`config.mk`:
```
export PLATFORM = sky130hd
export DESIGN_NAME = pin_gen
export DESIGN_NICKNAME = d
export VERILOG_FILES = /design/src/rtl/pin_gen.sv
export SDC_FILE = /design/constraint.sdc
export NUM_CORES = 1
export LEC_CHECK = 0
export CAP_MARGIN = 10
export CELL_PAD_IN_SITES_DETAIL_PLACEMENT = 1
export CELL_PAD_IN_SITES_GLOBAL_PLACEMENT = 1
export CORE_MARGIN = 2
export CORE_UTILIZATION = 53
export CTS_BUF_LIST = sky130_fd_sc_hd__clkbuf_16
export DETAILED_ROUTE_END_ITERATION = 12
export PLACE_DENSITY_LB_ADDON = 0.1
export SYNTH_ARGS = -nofsm -noshare
export SYNTH_HDL_FRONTEND = slang
export SYNTH_SLANG_ARGS = --single-unit
```
`constraint.sdc`:
```
create_clock -name clk300 -period 13.2 [get_ports clk300]
set_clock_uncertainty 0.15 [all_clocks]
set_input_delay 3.96 -clock clk300 [delete_from_list [all_inputs] [get_ports clk300]]
set_output_delay 3.96 -clock clk300 [all_outputs]
set_load 0.05 [all_outputs]
```
`src/rtl/pin_gen.sv`:
```
// rtl/pin_gen.sv - descriptor-driven pulse generator emitting a 4-tick phase word per clk300 cycle
// Replays queued (start, width) descriptors against a saturating timebase, one active pulse at a time.
module pin_gen #(
  parameter int unsigned TW    = 16,
  parameter int unsigned DW    = 10,
  parameter int unsigned DEPTH = 4
) (
  input  logic          clk300,
  input  logic          rst_n,
  input  logic          start,
  input  logic          desc_valid,
  output logic          desc_ready,
  input  logic [TW-1:0] desc_start,
  input  logic [DW-1:0] desc_width,
  output logic [3:0]    pin_word,
  output logic          err_late,
  output logic          idle
);

  localparam int unsigned AW = (DEPTH > 1) ? $clog2(DEPTH) : 1;
  localparam int unsigned CW = TW - 2;
  localparam logic [AW:0] FULL_CNT = (AW+1)'(DEPTH);

  logic [TW-1:0] fs_q [DEPTH];
  logic [DW-1:0] fw_q [DEPTH];
  logic [AW-1:0] wp_q, wp_d, rp_q, rp_d;
  logic [AW:0]   cnt_q, cnt_d;

  logic          running_q, running_d;
  logic [CW-1:0] cyc_q, cyc_d;
  logic          active_q, active_d;
  logic [TW-1:0] a_start_q, a_start_d;
  logic [TW:0]   a_end_q, a_end_d;
  logic [3:0]    pin_word_q, pin_word_d;
  logic          err_late_q, err_late_d;
  logic          idle_q, idle_d;

  logic          push, pop, nonempty;
  logic [TW-1:0] head_start;
  logic [DW-1:0] head_width;
  logic [TW:0]   last_cyc;
  logic          finishing;
  logic [CW:0]   target;
  logic          head_late, head_zero;
  logic [3:0]    pat;

  assign desc_ready = (cnt_q != FULL_CNT);
  assign nonempty   = (cnt_q != '0);
  assign push       = desc_valid && desc_ready;
  assign head_start = fs_q[rp_q];
  assign head_width = fw_q[rp_q];

  assign last_cyc  = (a_end_q - (TW+1)'(1)) >> 2;
  assign finishing = active_q && ({3'b000, cyc_q} == last_cyc);

  // Target is one bit wider than cyc so a saturated timebase cannot wrap and accept stale entries.
  assign target    = start ? '0 : ({1'b0, cyc_q} + (CW+1)'(1));
  assign head_late = ({1'b0, head_start[TW-1:2]} < target);
  assign head_zero = (head_width == '0);
  assign pop       = (start || running_q) && (!active_q || finishing || start) && nonempty;

  for (genvar k = 0; k < 4; k++) begin : g_tick
    logic [TW:0] tick;
    assign tick   = {1'b0, cyc_q, 2'(k)};
    assign pat[k] = active_q && ({1'b0, a_start_q} <= tick) && (tick < a_end_q);
  end

  always_comb begin
    wp_d       = wp_q;
    rp_d       = rp_q;
    cnt_d      = cnt_q;
    running_d  = running_q;
    cyc_d      = cyc_q;
    active_d   = active_q;
    a_start_d  = a_start_q;
    a_end_d    = a_end_q;
    err_late_d = err_late_q;
    pin_word_d = pat;

    if (push) wp_d = wp_q + AW'(1);
    if (pop)  rp_d = rp_q + AW'(1);
    cnt_d = cnt_q + {{AW{1'b0}}, push} - {{AW{1'b0}}, pop};

    if (start) begin
      running_d = 1'b1;
      cyc_d     = '0;
    end else if (running_q && (cyc_q != '1)) begin
      cyc_d = cyc_q + CW'(1);
    end

    if (start || finishing) active_d = 1'b0;
    if (start) err_late_d = 1'b0;

    if (pop && !head_zero) begin
      if (head_late) begin
        err_late_d = 1'b1;
      end else begin
        active_d  = 1'b1;
        a_start_d = head_start;
        a_end_d   = {1'b0, head_start} + (TW+1)'(head_width);
      end
    end

    idle_d = (cnt_d == '0) && !active_d;
  end

  // Storage is left unreset; pointers and count define validity.
  always_ff @(posedge clk300) begin
    if (push) begin
      fs_q[wp_q] <= desc_start;
      fw_q[wp_q] <= desc_width;
    end
  end

  always_ff @(posedge clk300 or negedge rst_n) begin
    if (!rst_n) begin
      wp_q       <= '0;
      rp_q       <= '0;
      cnt_q      <= '0;
      running_q  <= 1'b0;
      cyc_q      <= '0;
      active_q   <= 1'b0;
      a_start_q  <= '0;
      a_end_q    <= '0;
      pin_word_q <= '0;
      err_late_q <= 1'b0;
      idle_q     <= 1'b1;
    end else begin
      wp_q       <= wp_d;
      rp_q       <= rp_d;
      cnt_q      <= cnt_d;
      running_q  <= running_d;
      cyc_q      <= cyc_d;
      active_q   <= active_d;
      a_start_q  <= a_start_d;
      a_end_q    <= a_end_d;
      pin_word_q <= pin_word_d;
      err_late_q <= err_late_d;
      idle_q     <= idle_d;
    end
  end

  assign pin_word = pin_word_q;
  assign err_late = err_late_q;
  assign idle     = idle_q;

endmodule
```
==> summary.txt, run 1 <==
Yosys
  – Simple-gate share of the synthesized area: 0.0976
  – Avg Cell Area, Syn: 13.1 um2
  – Post-synthesis async set-or-reset flop share: 0.373
  – Syn Nets: 740
  – Mux contribution to synthesized area: 0.114
  – Synth warn: 0
  – Ys flop type: edfxtp_1
  – Mapped Cells: 648
  – XOR/XNOR Fraction of Synth Area: 0.0391
  – Post-synthesis adder-cell area fraction: 0.0930
  – Cell Area, Synth: 8500 um2
  – Post-synth EDFFs: 104
  – Synth Area in Compound Gates: 0.0783
  – Main combinational cell family by area after synthesis: multiplexers
  – Sequential element share of the synthesized area: 0.550
  – Synth unique cells: 56
  – FF+latch count, synth: 166

Setup path
  – CP arrival: 7.70 ns
  – CP Max Fanout: 17
  – Critical Path Source Type: input pin
  – Reg2reg start: cyc_q[0]$_DFFE_PN0P_
  – Critical Path End Type: register
  – RR Endpoint: a_start_q[15]$_DFFE_PN0P_
  – FF-to-FF setup slack: 8.12 ns
  – Kind of critical path: in2reg
  – Worst Setup SP: start
  – Worst endpoint required time: 13.36 ns
  – Reg2reg path depth: 15
  – Critical path capture point: a_start_q[15]$_DFFE_PN0P_

STA
  – Worst Tran Pin Value: 0.924 ns
  – Hold Fails Final Rpt: 0
  – RSZ-0062 raised after global routing: no
  – Fin Hold WS: 0.354 ns
  – Max Freq: 0.133 GHz
  – Min Tclk post-route: 7.54 ns
  – Crit share post-route: 0.571
  – Setup violations, final: 0
  – Relative slew margins: 0.384
  – Pins Over Slew Limit: 0
  – Setup_tns: 0 ns

Global routing
  – Number of global-route vias before repair: 6,028
  – Total GRT Usage: 0.260
  – Grt ovf: 0
  – Initial antenna violation count: 0
  – Largest net degree at the start of global routing: 63
  – First-pass GRT wire length: 32.7 mm

Floorplanning
  – DIE HEIGHT: 131 um
  – I/O pin count: 37
  – Die Span X: 131 um
  – Die Area: 17,100 um2
  – Starting density of the core: 0.539
  – FP Rows: 46
  – Core Area: 15,800 um2

Final layout
  – Fill count: 1,551
  – Commonest non-fill, non-tap cells in the layout: 104 x edfxtp_1, 60 x ha_1, 60 x dfrtp_1
  – Commonest non-fill, non-tap cell in the layout: edfxtp_1
  – Share of cells above drive strength 1: 0.112
  – Ant. Diodes: 0
  – Nets: 785
  – P&R area growth vs syn: 13.9%

Clock network
  – Root buf cell: clkbuf_16
  – Num CTS Buffers: 17
  – Clock-pin slew on the worst setup and hold paths: 0.07 ns
  – Setup Buffers After CTS: 0
  – Clock Tree Buf Depth: 2
  – Number of H-tree levels: 4
  – Clock sink count: 166
  – CTS tree: built
  – Post-CTS Hold Fix Bufs: 0
  – Post-cts resize count: 0
  – Worst-Skew Late Latency: 0.43 ns

Pwr
  – PD cells: 254 nW/um2
  – P_leak: 3.74 nW
  – Worst vdd ir: 0.149 mV
  – Total chip power: 0.00246 W

Worst hold path
  – HP Class: reg2reg

Detailed routing
  – Initial drt markers: 219
  – Routed WL per cell: 22.4 um
  – Antenna Nets Post-Route: 0
  – Avg Vias per Cell: 5.96
  – TritonRoute pass-1 iters: 6
  – Via count: 5,492
  – Total Wirelength: 20.7 mm
  – DR DRC count: 0

Placement
  – Routability cong.: 0.808
  – Post-DP HPWL: 15.1 mm
  – PortBufs: 36

Job
  – MaxCap Viol Count: 0

Outcome
  – Status: finished, final reports clean
## critical path, cell delays in order
cell	delay, ns
clkdlybuf4s50_1	0.45
inv_1	0.38
nand2_1	0.17
ha_1	0.34
and4_1	0.20
o2111ai_1	0.12
a31oi_1	0.17
o41ai_1	0.12
nand2b_1	0.21
nor3b_4	0.73
buf_4	0.43
mux2_2	0.38
## kinds of logic after synthesis
logic type / Yosys count
buffers and inverters: 59
AND/OR/NAND/NOR: 158
AO/OA/AOI/OAI: 103
adder cells (fa/ha/maj): 62
flip-flops: 166
XOR/XNOR: 38
multiplexers: 62
## cell type report
cell class	instances	area, um2	share of cell area
timing repair buffer	43	408	0.0421
clock inverter	15	155	0.0160
tap	216	270	0.0279
multi-input combinational	423	3590	0.371
inverter	42	158	0.0163
clock buffer	17	425	0.0439
sequential	166	4680	0.483
## sequential cells by signal (all words and copies together) (netlist names)
name and cells:
a_end_q 17, a_start_q 16, active_q 1, cnt_q 3
cyc_q 14, err_late 1, fs_q 64, fw_q 40
idle 1, pin_word 4, rp_q 2, running_q 1
wp_q 2
## synthesized netlist by cell type, types with 16 or more instances
| cell type | instances | area share |
|---|---|---|
| edfxtp_1 | 104 | 0.37 |
| dfrtp_1 | 61 | 0.18 |
| ha_1 | 60 | 0.088 |
| nand2_1 | 44 | 0.019 |
| inv_1 | 42 | 0.019 |
| o21ai_0 | 30 | 0.018 |
| mux4_2 | 26 | 0.069 |
| xnor2_1 | 24 | 0.025 |
| nor2_1 | 23 | 0.010 |
| a21oi_1 | 20 | 0.012 |
| nor3_1 | 18 | 0.011 |
| mux2_1 | 17 | 0.023 |
| a21o_1 | 16 | 0.014 |
| nand3_1 | 16 | 0.0094 |
## metal layers
layer	vias to the layer above	share of wire	track usage	wire (um)
met5	-	0	0	0
met3	31	0.027	0.0464	560
met1	2834	0.42	0.322	8770
li1	2532	-	-	-
met4	0	0.023	0.0882	484
met2	95	0.53	0.462	10900
## through the flow
step / setup WS [ns] / cells / instance area (um2) / utilization
2_1_floorplan: 6.67 / 648 / 8500 / -
3_3_place_gp: 5.41 / 890 / 9100 / 0.577
3_5_place_dp: 5.29 / 890 / 9100 / 0.577
4_1_cts: 5.62 / 922 / 9680 / 0.614
5_1_grt: 5.37 / 922 / 9680 / 0.614
6_report: 5.66 / 922 / 9680 / 0.614
## power breakdown
group	internal [W]	total (W)	leakage (nW)	switching, W
clock	0.000269	0.000489	0.290	0.000221
combinational	0.000483	0.00115	1.75	0.000664
sequential	0.000706	0.000823	1.71	0.000117
## worst min-delay path by stage
stage,to,cells after the start,from,slack (ns)
finish,running_q$_DFFE_PN0P_,1,running_q$_DFFE_PN0P_,0.35
global route,a_start_q[10]$_DFFE_PN0P_,1,a_start_q[10]$_DFFE_PN0P_,0.38
CTS,a_start_q[5]$_DFFE_PN0P_,1,a_start_q[5]$_DFFE_PN0P_,0.36
detailed placement,a_start_q[8]$_DFFE_PN0P_,1,a_start_q[8]$_DFFE_PN0P_,0.34
global placement,a_start_q[5]$_DFFE_PN0P_,1,a_start_q[5]$_DFFE_PN0P_,0.33
floorplan,a_start_q[10]$_DFFE_PN0P_,1,a_start_q[10]$_DFFE_PN0P_,0.31
(Power assumes the default switching activity.)
==> inputs of run 2 (changes only) <==
Settings changed: CORE_UTILIZATION 53 to 51.
Clock period 13.2 ns to 7.8 ns, I/O delays scaled along.
==> summary.txt, run 2 (synthesized netlist as in run 1, its figures left out) <==
Outcome
  – Status: finished, final reports clean

Clock network
  – Post-CTS Hold Fix Bufs: 0
  – Clock Tree Buf Depth: 2
  – CTS tree: built
  – Clock sink count: 166
  – Number of H-tree levels: 4
  – Num CTS Buffers: 17
  – Worst-Skew Late Latency: 0.43 ns
  – Clock-pin slew on the worst setup and hold paths: 0.06 ns
  – Setup Buffers After CTS: 0
  – Root buf cell: clkbuf_16
  – Post-cts resize count: 0

Setup path
  – Critical path's largest stage delay: 0.81 ns
  – CP max-delay cell: nor3b_4
  – CP arrival: 6.11 ns
  – Kind of critical path: in2reg
  – Reg2reg start: cyc_q[0]$_DFFE_PN0P_
  – Reg2reg path depth: 15
  – Critical Path Source Type: input pin
  – CP Max Fanout: 18
  – Worst endpoint required time: 7.95 ns
  – FF-to-FF setup slack: 2.72 ns
  – Critical path cell sequence: clkdlybuf4s50_1, inv_1, nand2_1, ha_1, and4_1, o2111ai_1, a31oi_1, o41ai_1, nand2b_1, nor3b_4, buf_4, mux2_1
  – Critical Path End Type: register
  – RR Endpoint: a_start_q[4]$_DFFE_PN0P_

Pwr
  – P_leak: 3.75 nW
  – PD cells: 430 nW/um2
  – Clk pwr share: 0.206
  – Worst vdd ir: 0.191 mV
  – P_int: 0.00252 W
  – Comb pwr share: 0.461
  – Net load switching power: 0.00165 W
  – Switching share of power: 0.396
  – Sequential power share: 0.333

Global routing
  – Largest net degree at the start of global routing: 63
  – Number of global-route vias before repair: 5,941
  – First-pass GRT wire length: 32.9 mm
  – Grt ovf: 0
  – Total GRT Usage: 0.247
  – Initial antenna violation count: 0

Final layout
  – Largest regs: fs_q: 64 flops, fw_q: 40 flops, a_end_q: 17 flops
  – Commonest non-fill, non-tap cells in the layout: 104 x edfxtp_1, 60 x ha_1, 60 x dfrtp_1
  – Largest Register: fs_q
  – Commonest non-fill, non-tap cell in the layout: edfxtp_1
  – Nets: 785
  – Ant. Diodes: 0
  – Fill count: 1,598
  – Number of flip-flops in the largest register: 64
  – P&R area growth vs syn: 14.2%
  – Share of cells above drive strength 1: 0.109

Detailed routing
  – Initial drt markers: 245
  – Avg Vias per Cell: 5.92
  – DR DRC count: 0
  – Routed WL per cell: 22.1 um
  – Antenna Nets Post-Route: 0
  – Total Wirelength: 20.4 mm
  – Via count: 5,480
  – TritonRoute pass-1 iters: 4

STA
  – Setup violations, final: 0
  – Min Tclk post-route: 5.96 ns
  – Fin worst setup slack: 1.84 ns
  – Relative slew margins: 0.343
  – Max Freq: 0.168 GHz
  – Pins Over Slew Limit: 0
  – Setup_tns: 0 ns
  – Hold Fails Final Rpt: 0
  – RSZ-0062 raised after global routing: no
  – Crit share post-route: 0.764
  – Worst Tran Pin Value: 0.984 ns

Floorplanning
  – Die Area: 17,700 um2
  – Core Area: 16,500 um2
  – DIE HEIGHT: 133 um
  – Die Span X: 133 um
  – Starting density of the core: 0.516
  – FP Rows: 47
  – I/O pin count: 37

Worst hold path
  – Worst hold endpoint: a_start_q[8]$_DFFE_PN0P_
  – WHS Path Cells: 1
  – HP Class: reg2reg
  – Hold Crit Start: a_start_q[8]$_DFFE_PN0P_

Job
  – MaxCap Viol Count: 0

Placement
  – Routability cong.: 0.844
  – Post-DP HPWL: 14.7 mm
  – Dpl ws: 1.29 ns
  – PortBufs: 36
-- run 2: layer usage --
layer,track usage,vias to the layer above,wire [um],part of all wire
met4,0.0934,0,378,0.019
met3,0.0453,24,712,0.035
met5,0,-,0,0
li1,-,2530,-,-
met1,0.313,2817,8710,0.43
met2,0.426,109,10600,0.52
-- run 2: final cells by class --
| class | count | area (um2) | area share |
|---|---|---|---|
| repair buffers | 43 | 408 | 0.0420 |
| flip-flops and latches | 166 | 4680 | 0.482 |
| inverters | 42 | 158 | 0.0162 |
| clock inverters | 14 | 176 | 0.0182 |
| clock buffers | 17 | 425 | 0.0438 |
| well taps | 220 | 275 | 0.0283 |
| multi-input cells | 423 | 3590 | 0.370 |
-- run 2: worst max-delay path, delay by kind of cell --
kind            cells  cell delay (ns)
mux                 1             0.37
fa+ha+maj           1             0.34
buf+inv             3             1.28
simple gates        4             1.38
compound gates      3             0.37
-- run 2: how the worst max path moves through the flow --
stage,startpoint,endpoint
floorplan,start,a_start_q[10]$_DFFE_PN0P_
global placement,start,a_end_q[9]$_DFFE_PN0P_
detailed placement,start,a_start_q[4]$_DFFE_PN0P_
CTS,start,a_start_q[4]$_DFFE_PN0P_
global route,start,a_start_q[4]$_DFFE_PN0P_
finish,start,a_start_q[4]$_DFFE_PN0P_
-- run 2: per-stage QoR --
step	hold slack [ns]	std cells	cell area [um2]	utilization	total power, W
global placement	0.328	894	9110	0.553	0.00319
CTS	0.350	925	9710	0.590	0.00420
detailed placement	0.336	894	9110	0.553	0.00331
finish	0.347	925	9710	0.590	0.00417
floorplan	0.312	648	8500	-	0.00272
global route	0.365	925	9710	0.590	0.00444
-- run 2: power groups by stage --
stage	Combinational, W	Sequential (W)	Clock (W)
final	0.00192	0.00139	0.000861
after global routing	0.00211	0.00142	0.000906
after CTS	0.00193	0.00139	0.000875
after detailed placement	0.00191	0.00141	0
after global placement	0.00180	0.00139	0
after floorplan	0.00137	0.00135	0
==> inputs of run 3 (changes only) <==
Settings changed: CORE_UTILIZATION 51 to 46.
Clock period 7.8 ns to 5.05 ns, I/O delays scaled along.
==> summary.txt, run 3 (synthesized netlist as in run 1, its figures left out) <==
Outcome
  – Status: finished, final reports clean

Clock network
  – Clock-pin slew on the worst setup and hold paths: 0.07 ns
  – Number of H-tree levels: 4
  – CTS tree: built
  – Post-CTS Hold Fix Bufs: 0
  – Clock Tree Buf Depth: 2
  – Clock sink count: 166
  – Post-cts resize count: 0
  – Worst-Skew Late Latency: 0.42 ns
  – Setup Buffers After CTS: 0
  – Num CTS Buffers: 17
  – Root buf cell: clkbuf_16

Setup path
  – Critical Path End Type: register
  – Kind of critical path: reg2reg
  – CP arrival: 4.83 ns
  – CP Max Fanout: 7
  – Reg2reg path depth: 15
  – Critical Path Source Type: register
  – Worst endpoint required time: 5.23 ns
  – FF-to-FF setup slack: 0.39 ns
  – Reg2reg start: a_end_q[0]$_DFFE_PN0P_
  – RR Endpoint: idle$_DFF_PN1_

Pwr
  – P_leak: 3.80 nW
  – Worst vdd ir: 0.382 mV
  – PD cells: 658 nW/um2

Detailed routing
  – Total Wirelength: 20.6 mm
  – DR DRC count: 0
  – Avg Vias per Cell: 5.74
  – Initial drt markers: 224
  – Routed WL per cell: 21.8 um
  – Antenna Nets Post-Route: 0
  – TritonRoute pass-1 iters: 4
  – Via count: 5,433

Placement
  – Cell Area, Placed: 9210 um2
  – Post-DP HPWL: 15.2 mm
  – PortBufs: 36
  – Routability cong.: 0.819

Final layout
  – Ant. Diodes: 0
  – Largest regs: fs_q: 64 flops, fw_q: 40 flops, a_end_q: 17 flops
  – P&R area growth vs syn: 15.2%
  – Commonest non-fill, non-tap cell in the layout: edfxtp_1
  – Largest Register: fs_q
  – Number of flip-flops in the largest register: 64
  – Commonest non-fill, non-tap cells in the layout: 104 x edfxtp_1, 60 x ha_1, 60 x dfrtp_1
  – Nets: 797
  – Share of cells above drive strength 1: 0.125
  – Final instance area: 9790 um2

STA
  – Max Freq: 0.215 GHz
  – Worst Tran Pin Value: 0.926 ns
  – Crit share post-route: 0.922
  – Min Tclk post-route: 4.66 ns
  – Setup_tns: 0 ns
  – RSZ-0062 raised after global routing: no
  – Hold Fails Final Rpt: 0
  – Setup violations, final: 0
  – Relative slew margins: 0.382
  – Pins Over Slew Limit: 0

Worst hold path
  – Hold Crit Start: a_start_q[6]$_DFFE_PN0P_
  – WHS Path Cells: 1
  – HP Class: reg2reg
  – Worst hold endpoint: a_start_q[6]$_DFFE_PN0P_

Floorplanning
  – Core Area: 18,000 um2
  – Starting density of the core: 0.472
  – DIE HEIGHT: 140 um
  – Die Area: 19,600 um2
  – Die Span X: 140 um
  – I/O pin count: 37
  – FP Rows: 49

Global routing
  – Number of global-route vias before repair: 6,055
  – Grt ovf: 0
  – Largest net degree at the start of global routing: 39
  – Total GRT Usage: 0.225
  – Initial antenna violation count: 0
  – First-pass GRT wire length: 33.6 mm

Job
  – MaxCap Viol Count: 0
==> run 3: final cells by class <==
cell class / count / area (um2)
clock buffers: 17 / 425
repair buffers: 55 / 498
inverters: 42 / 158
clock inverters: 15 / 159
fillers: 1796 / 8230
well taps: 229 / 287
flip-flops and latches: 166 / 4680
multi-input cells: 423 / 3590
==> run 3: worst max path at each step <==
stage                                start                         to  slack, ns  depth (start not counted)
detailed placement                   start     a_end_q[0]$_DFFE_PN0P_       0.18                         12
finish              a_end_q[0]$_DFFE_PN0P_             idle$_DFF_PN1_       0.39                         15
global placement                     start   a_start_q[1]$_DFFE_PN0P_       0.33                         12
global route        a_end_q[0]$_DFFE_PN0P_             idle$_DFF_PN1_        0.1                         15
floorplan              rp_q[0]$_DFFE_PN0P_  a_start_q[10]$_DFFE_PN0P_       0.78                         13
CTS                 a_end_q[0]$_DFFE_PN0P_             idle$_DFF_PN1_       0.49                         15
==> run 3: worst max-delay path, cell delays in order, from the launching register on <==
cell and delay [ns]:
dfrtp_1 0.50, or4_1 0.62, nor4_1 0.30, o21ai_1 0.11, a221oi_1 0.43, nand4_1 0.21, o311ai_2 0.51, and2_1 0.29
ha_1 0.25, inv_1 0.06, ha_1 0.13, inv_1 0.05, fa_1 0.38, xnor2_1 0.15, xnor2_1 0.14, nor4_1 0.25
==> run 3: layer usage <==
metal / wire, um / global-route usage / vias up
met5: 0 / 0 / -
met4: 312 / 0.0579 / 0
met3: 416 / 0.0369 / 19
met2: 10800 / 0.400 / 78
met1: 9100 / 0.288 / 2779
li1: - / - / 2557
==> run 3: power by group <==
part	switching [W]	leakage, nW	internal, W
Combinational	0.00174	1.80	0.00130
Clock	0.000582	0.285	0.000701
Sequential	0.000273	1.71	0.00185
==> run 3: through the flow <==
step / power [W] / setup WS, ns / utilization / hold WS (ns) / std cells
finish: 0.00644 / 0.393 / 0.543 / 0.340 / 947
global route: 0.00690 / 0.0963 / 0.543 / 0.360 / 947
CTS: 0.00651 / 0.485 / 0.543 / 0.346 / 947
detailed placement: 0.00518 / 0.185 / 0.511 / 0.331 / 915
global placement: 0.00499 / 0.331 / 0.511 / 0.326 / 915
floorplan: 0.00421 / 0.776 / - / 0.312 / 648
